File: config.mk
export PLATFORM = sky130hd
export DESIGN_NAME = pattern_loader
export DESIGN_NICKNAME = d
export VERILOG_FILES = /design/src/rtl/pattern_loader.sv
export SDC_FILE = /design/constraint.sdc
export NUM_CORES = 1
export LEC_CHECK = 0
export ABC_AREA = 0
export BUFFER_PORTS_ARGS = -buffer_cell sky130_fd_sc_hd__buf_2
export CORE_ASPECT_RATIO = 0.6
export CORE_MARGIN = 2
export CORE_UTILIZATION = 35
export DETAILED_ROUTE_END_ITERATION = 16
export PLACE_DENSITY = 0.59
export SLEW_MARGIN = 20
export SYNTH_ARGS = -nofsm -noshare
export SYNTH_HDL_FRONTEND = slang
export SYNTH_SLANG_ARGS = --single-unit
File: constraint.sdc
create_clock -name clk -period 2.2 [get_ports clk]
set_input_delay 0.22 -clock clk [delete_from_list [all_inputs] [get_ports clk]]
set_output_delay 0.22 -clock clk [all_outputs]
set_load 0.05 [all_outputs]
File: src/rtl/pattern_loader.sv
// pattern_loader: on a rising edge of load_req, clears every board row, then
// writes the selected 4-row seed pattern at (ORG_ROW, ORG_COL). The board is
// written through a one-row-per-cycle port. busy holds the update engine off
// while the load is in progress.
module pattern_loader #(
  parameter int ROWS    = 16,
  parameter int COLS    = 16,
  parameter int ORG_ROW = 6,
  parameter int ORG_COL = 4
) (
  input  logic                    clk,
  input  logic                    reset,
  input  logic                    load_req,
  input  logic [1:0]              pattern_sel,
  output logic                    busy,
  output logic                    done,
  output logic                    wr_en,
  output logic [$clog2(ROWS)-1:0] wr_addr,
  output logic [COLS-1:0]         wr_data,
  output logic [1:0]              cur_pattern
);

  localparam int AW = $clog2(ROWS);

  typedef enum logic [1:0] {
    IDLE  = 2'd0,
    CLEAR = 2'd1,
    WRITE = 2'd2,
    DONE  = 2'd3
  } state_t;

  state_t          state_r;
  logic            req_q_r;
  logic [AW-1:0]   cnt_r;
  logic [1:0]      k_r;
  logic [6:0]      mask_s;
  logic [COLS-1:0] row_data_s;

  // Seed pattern table: 7-bit mask for pattern 'code', pattern row 'k'.
  // Bit j of the result is column offset j from the origin column.
  function automatic logic [6:0] pattern_mask(input logic [1:0] code, input logic [1:0] k);
    logic [6:0] m;
    case ({code, k})
      4'b00_00: m = 7'h02;  // glider
      4'b00_01: m = 7'h04;
      4'b00_10: m = 7'h07;
      4'b00_11: m = 7'h00;
      4'b01_00: m = 7'h07;  // blinker
      4'b01_01: m = 7'h00;
      4'b01_10: m = 7'h00;
      4'b01_11: m = 7'h00;
      4'b10_00: m = 7'h03;  // beacon
      4'b10_01: m = 7'h01;
      4'b10_10: m = 7'h08;
      4'b10_11: m = 7'h0C;
      4'b11_00: m = 7'h02;  // acorn
      4'b11_01: m = 7'h08;
      4'b11_10: m = 7'h73;
      4'b11_11: m = 7'h00;
      default:  m = 7'h00;
    endcase
    return m;
  endfunction

  // Place the current pattern row into a full board row; all other columns stay 0.
  always_comb begin
    mask_s                     = pattern_mask(cur_pattern, k_r);
    row_data_s                 = '0;
    row_data_s[ORG_COL +: 7]   = mask_s;
  end

  // Load sequencer: edge detect, row clear sweep, pattern write, done pulse.
  always_ff @(posedge clk or posedge reset) begin
    if (reset) begin
      state_r     <= IDLE;
      req_q_r     <= 1'b1;  // a button held through reset must not start a load
      cnt_r       <= '0;
      k_r         <= 2'd0;
      busy        <= 1'b0;
      done        <= 1'b0;
      wr_en       <= 1'b0;
      wr_addr     <= '0;
      wr_data     <= '0;
      cur_pattern <= 2'd0;
    end else begin
      req_q_r <= load_req;
      case (state_r)
        IDLE: begin
          done  <= 1'b0;
          wr_en <= 1'b0;
          if (load_req && !req_q_r) begin
            state_r     <= CLEAR;
            cur_pattern <= pattern_sel;
            cnt_r       <= '0;
            busy        <= 1'b1;
          end else begin
            state_r <= IDLE;
            busy    <= 1'b0;
          end
        end
        CLEAR: begin
          busy    <= 1'b1;
          done    <= 1'b0;
          wr_en   <= 1'b1;
          wr_addr <= cnt_r;
          wr_data <= '0;
          if (cnt_r == AW'(ROWS - 1)) begin
            cnt_r   <= '0;
            k_r     <= 2'd0;
            state_r <= WRITE;
          end else begin
            cnt_r <= cnt_r + AW'(1);
          end
        end
        WRITE: begin
          busy    <= 1'b1;
          done    <= 1'b0;
          wr_en   <= 1'b1;
          wr_addr <= AW'(ORG_ROW) + AW'(k_r);
          wr_data <= row_data_s;
          if (k_r == 2'd3) begin
            state_r <= DONE;
          end else begin
            k_r <= k_r + 2'd1;
          end
        end
        DONE: begin
          busy    <= 1'b0;
          done    <= 1'b1;
          wr_en   <= 1'b0;
          state_r <= IDLE;
        end
        default: begin
          state_r <= IDLE;
          busy    <= 1'b0;
          done    <= 1'b0;
          wr_en   <= 1'b0;
        end
      endcase
    end
  end

endmodule

# == Yosys cells after proc, flatten, opt, wreduce, memory -nomap -nowiden ==
# Memories as Yosys holds them, arrays and structs flattened.
# Cells that the tools add are included.
# word_totals
ff_bits,34
latch_bits,0
ram_bits,0
rom_bits,112
input_bits,5
output_inout_bits,25
word_cells,51
mem_count,1
# classes
add_sub_neg,3
mul,0
div_mod_pow,0
n_lt_le_gt_ge,0
eq_ne,9
shift,0
n_mux,16
n_bitwise,0
n_reduce_logical,12
# mem_list
name,depth,word_bits,rd,rd_clocked_by_memory_dff,write_ports,line_no,rtl
(no name shown),16,7,1,0,0,43,"case ({code, k})"
# ops
cell,n
$pmux 16 s2,1
$pmux 4 s2,2
$mux 2,4
$mux 4,2
$ne 2x2->1 const B,4
$pmux 2 s4,1
$eq 2x2->1 const B,3
$reduce_and 2->1,3
$add 3x2->4 const A,1
$add 4x1->4 const B,1
$eq 4x4->1 const B,1
$pmux 1 s2,2
$pmux 2 s2,1
$reduce_bool 2->1,2
$reduce_or 2->1,2
$pmux 1 s3,1
$reduce_and 3->1,1
$reduce_or 3->1,1
$add 2x1->2 const B,1
$eq 2x1->1 const B,1
$logic_not 2->1,1
$mux 1,2
$logic_and 1x1->1,1
$logic_not 1->1,1

# == Logic depth before layout (Yosys ltp) ==
# Gate-level depths: netlist (run 1).
# logic_depth
word_depth,4
depth_mapped,6
ltp_nobuf,5

# == Worst setup path before layout (run 1) ==
# Ideal clock, no wire load.
# synth_timing
kind,register -> register
startpoint,register state_r[0]
endpoint,register k_r[1]
setup_ns,0.122
arrival_ns,1.353
t_required_ns,2.078
path_slack_ns,0.726
stages_incl_launch_ff,6
path_buffers,0
synth_period_minus_slack_ns,1.474
path_cell_list,dfrtp_1 -> inv_1 -> ha_1 -> inv_1 -> a221o_1 -> a32o_1
# synth_between
elab_chain_cells,3
word_cells_on_any_way,7
# synth_rtl
element,line_no,rtl
from (decl),32,state_t state_r;
from (signal assigned),75,state_r <= IDLE;
from (signal assigned),92,state_r <= CLEAR;
from (signal assigned),97,state_r <= IDLE;
$eq 2x2->1 / $eq 2x1->1 (equally long branches),87,case (state_r)
$ne 2x2->1 (no source line) / $reduce_bool 2->1 (equally long branches),n/a,
$reduce_and 3->1 (no source line),n/a,
to (signal assigned),124,k_r <= k_r + 2'd1;
to (decl),35,logic [1:0] k_r;
# Parallel ways exist; a longest one is shown, timed or not.
# A chain may end at the register's enable or synchronous reset.

# == Worst setup path after layout (run 1) ==
# layout_timing
startpoint,register state_r[0]
endpoint,register state_r[1]
# layout_between
elab_chain_cells,3
word_cells_on_any_way,8
# layout_rtl
element,line_no
$eq 2x2->1 / $eq 2x1->1 (equally long branches),87
$ne 2x2->1 (no source line),n/a
$reduce_and 2->1 (no source line),n/a
# Parallel ways exist; a longest one is shown, timed or not.

==> results.py, run 1 <==
metrics = {
    "critical_path": {
        "slowest_delay_ns": 0.40,
        "cp_data_required_time_ns": 2.39,
        "ff2ff_setup_slack_ns": 0.60,
        "reg2reg_depth": 5,
        "cp-end-kind": "flip-flop",
        "crit_family": "flip-flops",
        "slowest_stage": "dfrtp_1",
        "criticalPathCategory": "flip-flop to flip-flop",
        "critPathBufInv": 2,
        "crit_fanout": 9,
        "worstPathArrival_ns": 1.79,
        "cp-start-kind": "flip-flop",
        "reg2reg_to": "state_r[1]",
        "crit_chain": "inv_1 > ha_1 > inv_1 > a2bb2oi_1 > mux2i_1",
        "worstReg2RegStart": "state_r[0]",
        "cpMostUsedCell": "inv_1",
    },
    "yosys": {
        "synthArstFlopShare_pct": 100,
        "synthCells": 132,
        "yosysWarnings": 0,
        "syn_area_um2": 1320,
        "synth-compound-area-share_pct": 17.2,
        "synth_xor_area_share_pct": 0.665,
        "synth_adder_area_share_pct": 9.50,
        "synth_area_per_cell_um2": 9.98,
        "yosysMostFrequentCell": "dfrtp_1",
        "synthTopCellsByArea": "dfrtp_1 42%, ha_1 9.5%, buf_4 6.3%",
        "ys_types": 39,
        "synth_top_family_by_area": "compound AO/OA/AOI/OAI gates",
        "yosys.area_share.simple_pct": 12.7,
        "yosysTopAreaCell": "dfrtp_1",
        "synth_top_area_share_pct": 41.8,
        "ys_top_cells_by_count": "22 x dfrtp_1, 14 x inv_1, 11 x buf_4, 11 x nand2_1, 10 x ha_1",
        "ys_seq_area_share_pct": 43.8,
        "ys.flop_type": "dfrtp_1",
        "synth_edf_count": 0,
        "muxShareOfSynthArea_pct": 3.80,
        "ys_ff_latch": 23,
    },
    "layout": {
        "seqCellArea_um2": 577,
        "antenna_cells": 0,
        "fin_nets": 165,
        "final_core_util_pct": 39.9,
        "final_cells": 196,
        "area_delta_synth_final_pct": 10.3,
        "drive_gt1_share_pct": 19.5,
        "fillCellCount": 356,
        "multi_input_area_um2": 612,
    },
    "floorplan": {
        "die-area_um2": 4290,
        "ios": 30,
        "initial_core_util_pct": 36.2,
        "rows": 17,
        "coreArea_um2": 3640,
        "die_w_um": 83.2,
        "die_h_um": 51.5,
    },
    "pwr": {
        "leakage_nw": 0.702,
        "pwr-share-clk_pct": 11.1,
        "sw_frac_of_total_pct": 51.9,
        "power_frac_comb_pct": 57.7,
        "total_power_mw": 2.38,
        "internal_power_mw": 1.15,
        "p_per_area_nw_per_um2": 1640,
        "p_seq_share_pct": 31.2,
        "ir_drop_v": 0.000688,
        "switchingPower_mw": 1.24,
    },
    "min_path": {
        "hold_path_class": "primary input to flip-flop",
        "hp-start": "load_req",
        "min_to": "req_q_r",
        "whs_path_depth": 1,
    },
    "routing": {
        "ant_nets": 0,
        "drcViolationCount": 0,
        "wl_met3_um": 191,
        "wire_per_inst_um": 13.9,
        "wl_met1_um": 1220,
        "via_count": 999,
        "totalWireLength_um": 2720,
        "first_iter_violations": 23,
        "dr_wl_met2_um": 1280,
        "dr.max_layer_used": "met4",
        "vias_per_cell": 5.10,
        "drt_pass1_iterations": 4,
    },
    "clock_network": {
        "cts_tree": "done",
        "ctsHoldBuffers": 0,
        "htree_levels": 1,
        "clk_pin_slew_ns": 0.08,
        "cts_buffers": 3,
        "cts_sinks": 23,
        "clockBufferDepth": 2,
        "clock-root-buffer": "clkbuf_8",
        "cts_resized": 0,
        "postCtsSetupBuffers": 0,
        "clk_latency_ns": 0.26,
    },
    "timing": {
        "setup_viol": 0,
        "finalHoldViolCount": 0,
        "slew_viol_final": 0,
        "rsz0062_at_grt": "no",
        "fmax_mhz": 623,
        "period_share_pct": 72.9,
        "period_needed_ns": 1.60,
        "skew_ns": 0.00210,
        "setup_tns_ns": 0,
        "max_slew.worst_pin.slew_ns": 0.892,
        "fin_ws_ns": 0.596,
        "slew_headroom_pct": 40.5,
    },
    "global_route": {
        "grtUsageTotal_pct": 14.0,
        "antenna_found_initial": 0,
        "grt_pass1_wl_um": 4720,
        "grt_pass1_vias": 981,
        "grt_max_degree": 24,
        "grt_overflow_total": 0,
    },
    "place": {
        "place_ws_ns": 0.605,
        "port_buffers": 20,
        "dpl.hpwl_um": 2060,
        "dp.cells": 192,
        "gp_congestion": 0.867,
    },
    "run": {
        "drv_cap": 0,
    },
    "status": {
        "status": "completed",
    },
}
## through the flow
stage               instance area, um^2  hold WS (ns)
global route                       1450        0.0650
global placement                   1410         0.356
CTS                                1450        0.0718
finish                             1450        0.0785
floorplan                          1350         0.221
detailed placement                 1410         0.360
## final cells by class
cell class / count / share of cell area (%)
clock buffers: 4 / 3.10
well taps: 47 / 4.05
flip-flops and latches: 23 / 39.7
repair buffers: 21 / 7.41
multi-input cells: 87 / 42.1
inverters: 14 / 3.62
## worst register-to-register path, stage by stage (launching register included)
cell and delay [ns]:
dfrtp_1 0.40, inv_1 0.08, ha_1 0.34, inv_1 0.20
a2bb2oi_1 0.29, mux2i_1 0.22
## cells in the final DEF (no fill, tap or decap), drive strengths merged, types with 2 or more instances in the layout
cell / instances
buf: 21
o2bb2ai: 3
a32o: 2
o21ai: 5
clkbuf: 4
nor2b: 3
dfrtp: 22
nand2b: 2
mux2i: 5
inv: 14
nand3: 3
a2bb2oi: 2
o2111ai: 2
a21oi: 6
a21boi: 2
nand2: 11
nor2: 4
nand3b: 2
ha: 10
o211ai: 2
conb: 9
## flip-flops by register name (all words and copies together), names as in the netlist
| register | cells |
|---|---|
| wr_data | 5 |
| cnt_r | 4 |
| wr_addr | 4 |
| cur_pattern | 2 |
| k_r | 2 |
| state_r | 2 |
| busy | 1 |
| done | 1 |
| req_q_r | 1 |
| wr_en | 1 |
## power by group through the flow
stage / sequential, mW / clock, mW / combinational [mW]
global placement: 0.740 / 0 / 1.34
global route: 0.772 / 0.291 / 1.51
detailed placement: 0.754 / 0 / 1.38
floorplan: 1.05 / 0 / 0.762
finish: 0.744 / 0.265 / 1.37
CTS: 0.746 / 0.274 / 1.39
## metal layers
layer  track usage, %  vias to the layer above
met1             17.4                      496
met3             4.76                        4
met2             23.5                       30
li1                 -                      469
met4             4.37                        0
met5                0                        -
## logic make-up after synthesis
group / after synthesis
compound gates: 31
simple gates: 31
buf+inv: 30
flops: 23
fa+ha+maj: 10
mux: 5
other cells: 1
xor+xnor: 1
## worst max-delay path by stage
stage | from | to | slack (ns) | cells past startpoint
floorplan | state_r[0] | k_r[1] | 0.73 | 5
global placement | state_r[0] | cnt_r[3] | 0.65 | 5
detailed placement | state_r[0] | cnt_r[3] | 0.60 | 5
CTS | state_r[0] | state_r[1] | 0.57 | 5
global route | state_r[1] | cnt_r[3] | 0.46 | 5
finish | state_r[0] | state_r[1] | 0.60 | 5
No activity file was read; power rests on OpenSTA's default activity.
==> inputs of run 2 (changes only) <==
--- a/config.mk
+++ b/config.mk
@@ -11,7 +11,7 @@
 export CORE_MARGIN = 2
 export CORE_UTILIZATION = 35
 export DETAILED_ROUTE_END_ITERATION = 16
-export PLACE_DENSITY = 0.59
+export PLACE_DENSITY = 0.61
 export SLEW_MARGIN = 20
 export SYNTH_ARGS = -nofsm -noshare
 export SYNTH_HDL_FRONTEND = slang
==> constraint.sdc (replaced) <==
create_clock -name clk -period 1.4 [get_ports clk]
set_input_delay 0.14 -clock clk [delete_from_list [all_inputs] [get_ports clk]]
set_output_delay 0.14 -clock clk [all_outputs]
set_load 0.05 [all_outputs]
==> run 2 against run 1 <==
Against the previous run:
- the run now ends with negative setup slack left
- core utilization increased by 8.7 points
- die area unchanged
- cell count up 13%
- via count up 7.8%
- wire length rose by 18%
- largest cell class unchanged
==> results.py, run 2 (synthesis results as in run 1) <==
metrics = {
    "status": {
        "status": "complete, but fails checks",
        "violations": "negative setup slack",
    },
    "pwr": {
        "ir_drop_v": 0.00125,
        "leakage_nw": 0.846,
        "p_per_area_nw_per_um2": 2610,
    },
    "routing": {
        "vias_per_cell": 4.85,
        "drcViolationCount": 0,
        "first_iter_violations": 60,
        "wire_per_inst_um": 14.4,
        "drt_pass1_iterations": 4,
        "via_count": 1077,
        "ant_nets": 0,
        "totalWireLength_um": 3210,
    },
    "timing": {
        "slew_viol_final": 0,
        "whs_ns": 0.0568,
        "period_needed_ns": 1.42,
        "finalHoldViolCount": 0,
        "fmax_mhz": 705,
        "skew_ns": 0.00625,
        "fin_ws_ns": -0.0178,
        "rsz0062_at_grt": "yes",
        "period_share_pct": 101,
        "setup_viol": 2,
    },
    "critical_path": {
        "worstPathArrival_ns": 1.57,
        "cp-start-kind": "flip-flop",
        "reg2reg_depth": 5,
        "cp-end-kind": "flip-flop",
        "worstReg2RegStart": "state_r[0]",
        "cp_data_required_time_ns": 1.55,
        "reg2reg_to": "k_r[0]",
        "ff2ff_setup_slack_ns": -0.02,
        "crit_fanout": 3,
        "criticalPathCategory": "flip-flop to flip-flop",
    },
    "global_route": {
        "grt_pass1_wl_um": 4930,
        "grt_max_degree": 24,
        "met1_usage_pct": 20.4,
        "antenna_found_initial": 0,
        "grt_pass1_vias": 1047,
        "use_met3_pct": 4.29,
        "grt_overflow_total": 0,
        "grtUsageTotal_pct": 14.8,
        "grtUsageMet2_pct": 22.8,
        "grt.busiest_layer": "met2",
    },
    "place": {
        "port_buffers": 20,
        "place_ws_ns": -0.117,
        "dp.cells": 207,
        "dpl.hpwl_um": 2220,
        "gp_congestion": 0.748,
    },
    "floorplan": {
        "initial_core_util_pct": 36.2,
        "die_w_um": 83.2,
        "coreArea_um2": 3640,
        "die_h_um": 51.5,
        "ios": 30,
        "rows": 17,
        "die-area_um2": 4290,
    },
    "min_path": {
        "hp-start": "pattern_sel[0]",
        "hold_path_class": "primary input to flip-flop",
        "min_to": "cur_pattern[0]",
        "whs_path_depth": 3,
    },
    "layout": {
        "final_cells": 222,
        "area_delta_synth_final_pct": 34.2,
        "top_register": "wr_data",
        "reg_top3": "wr_data (5), cnt_r (4), wr_addr (4)",
        "final_common_cell": "buf_4",
        "final_cell_mix": "22 x buf_4, 20 x dfrtp_1, 20 x buf_2",
        "antenna_cells": 0,
        "final_core_util_pct": 48.6,
        "drive_gt1_share_pct": 43.4,
        "fin_nets": 191,
        "largest_register_ffs": 5,
    },
    "clock_network": {
        "clk_pin_slew_ns": 0.08,
        "cts_buffers": 3,
        "cts_sinks": 23,
        "clock-root-buffer": "clkbuf_8",
        "htree_levels": 1,
        "cts_tree": "done",
        "clockBufferDepth": 2,
        "clk_latency_ns": 0.27,
    },
    "run": {
        "drv_cap": 0,
    },
}
[run 2: changes by cell type in the layout (fill, tap and decap cells not counted), sizes merged]
cell	delta
buf	+24
dlygate4sd3	+2
[run 2: final cells by class]
class / count / area, um^2
clock buffers: 4 / 45.0
fillers: 356 / 1870
well taps: 47 / 58.8
repair buffers: 47 / 319
multi-input cells: 87 / 711
inverters: 14 / 55.1
flip-flops and latches: 23 / 579
[run 2: worst max-delay path, stage by stage, from the launching register on]
cell	delay [ns]
dfrtp_2	0.44
inv_4	0.06
ha_4	0.28
inv_2	0.04
a221o_1	0.28
a32o_1	0.21
[run 2: layer usage]
metal  vias up  part of all wire (%)
met3         5                   6.2
met1       517                    47
met2        33                    46
met5         -                     0
li1        522                     -
met4         0                  0.78
[run 2: worst max path at each step]
stage	start	to	slack [ns]	cells after the start
floorplan	state_r[0]	k_r[1]	0.0003	5
global placement	state_r[0]	state_r[1]	-0.02	5
detailed placement	state_r[1]	cnt_r[3]	-0.12	6
CTS	state_r[0]	k_r[1]	0.003	4
global route	state_r[0]	k_r[1]	-0.06	5
finish	state_r[0]	k_r[0]	-0.02	5
[run 2: stage by stage]
step	power [mW]	cell area (um^2)	TNS (ns)
6_report	4.62	1770	-0.0354
3_5_place_dp	3.70	1530	-0.535
5_1_grt	4.94	1770	-0.173
2_1_floorplan	2.94	1370	0
3_3_place_gp	3.62	1530	-0.0494
4_1_cts	4.33	1660	0
[run 2: power breakdown]
| group | switching, mW | internal, mW | total, mW |
|---|---|---|---|
| registers | 0.248 | 0.934 | 1.18 |
| clock network | 0.211 | 0.203 | 0.414 |
| logic | 1.76 | 1.27 | 3.03 |
| total | 2.22 | 2.41 | 4.62 |
[run 2: repair_timing]
action / in CTS / in global routing
pin swaps: 1 / 5
hold endpoints to repair: 23 / 0
buffers inserted: 6 / 3
hold buffers: 2 / 0
resized for setup: 6 / 25
endpoints found under the setup margin: 8 / 17
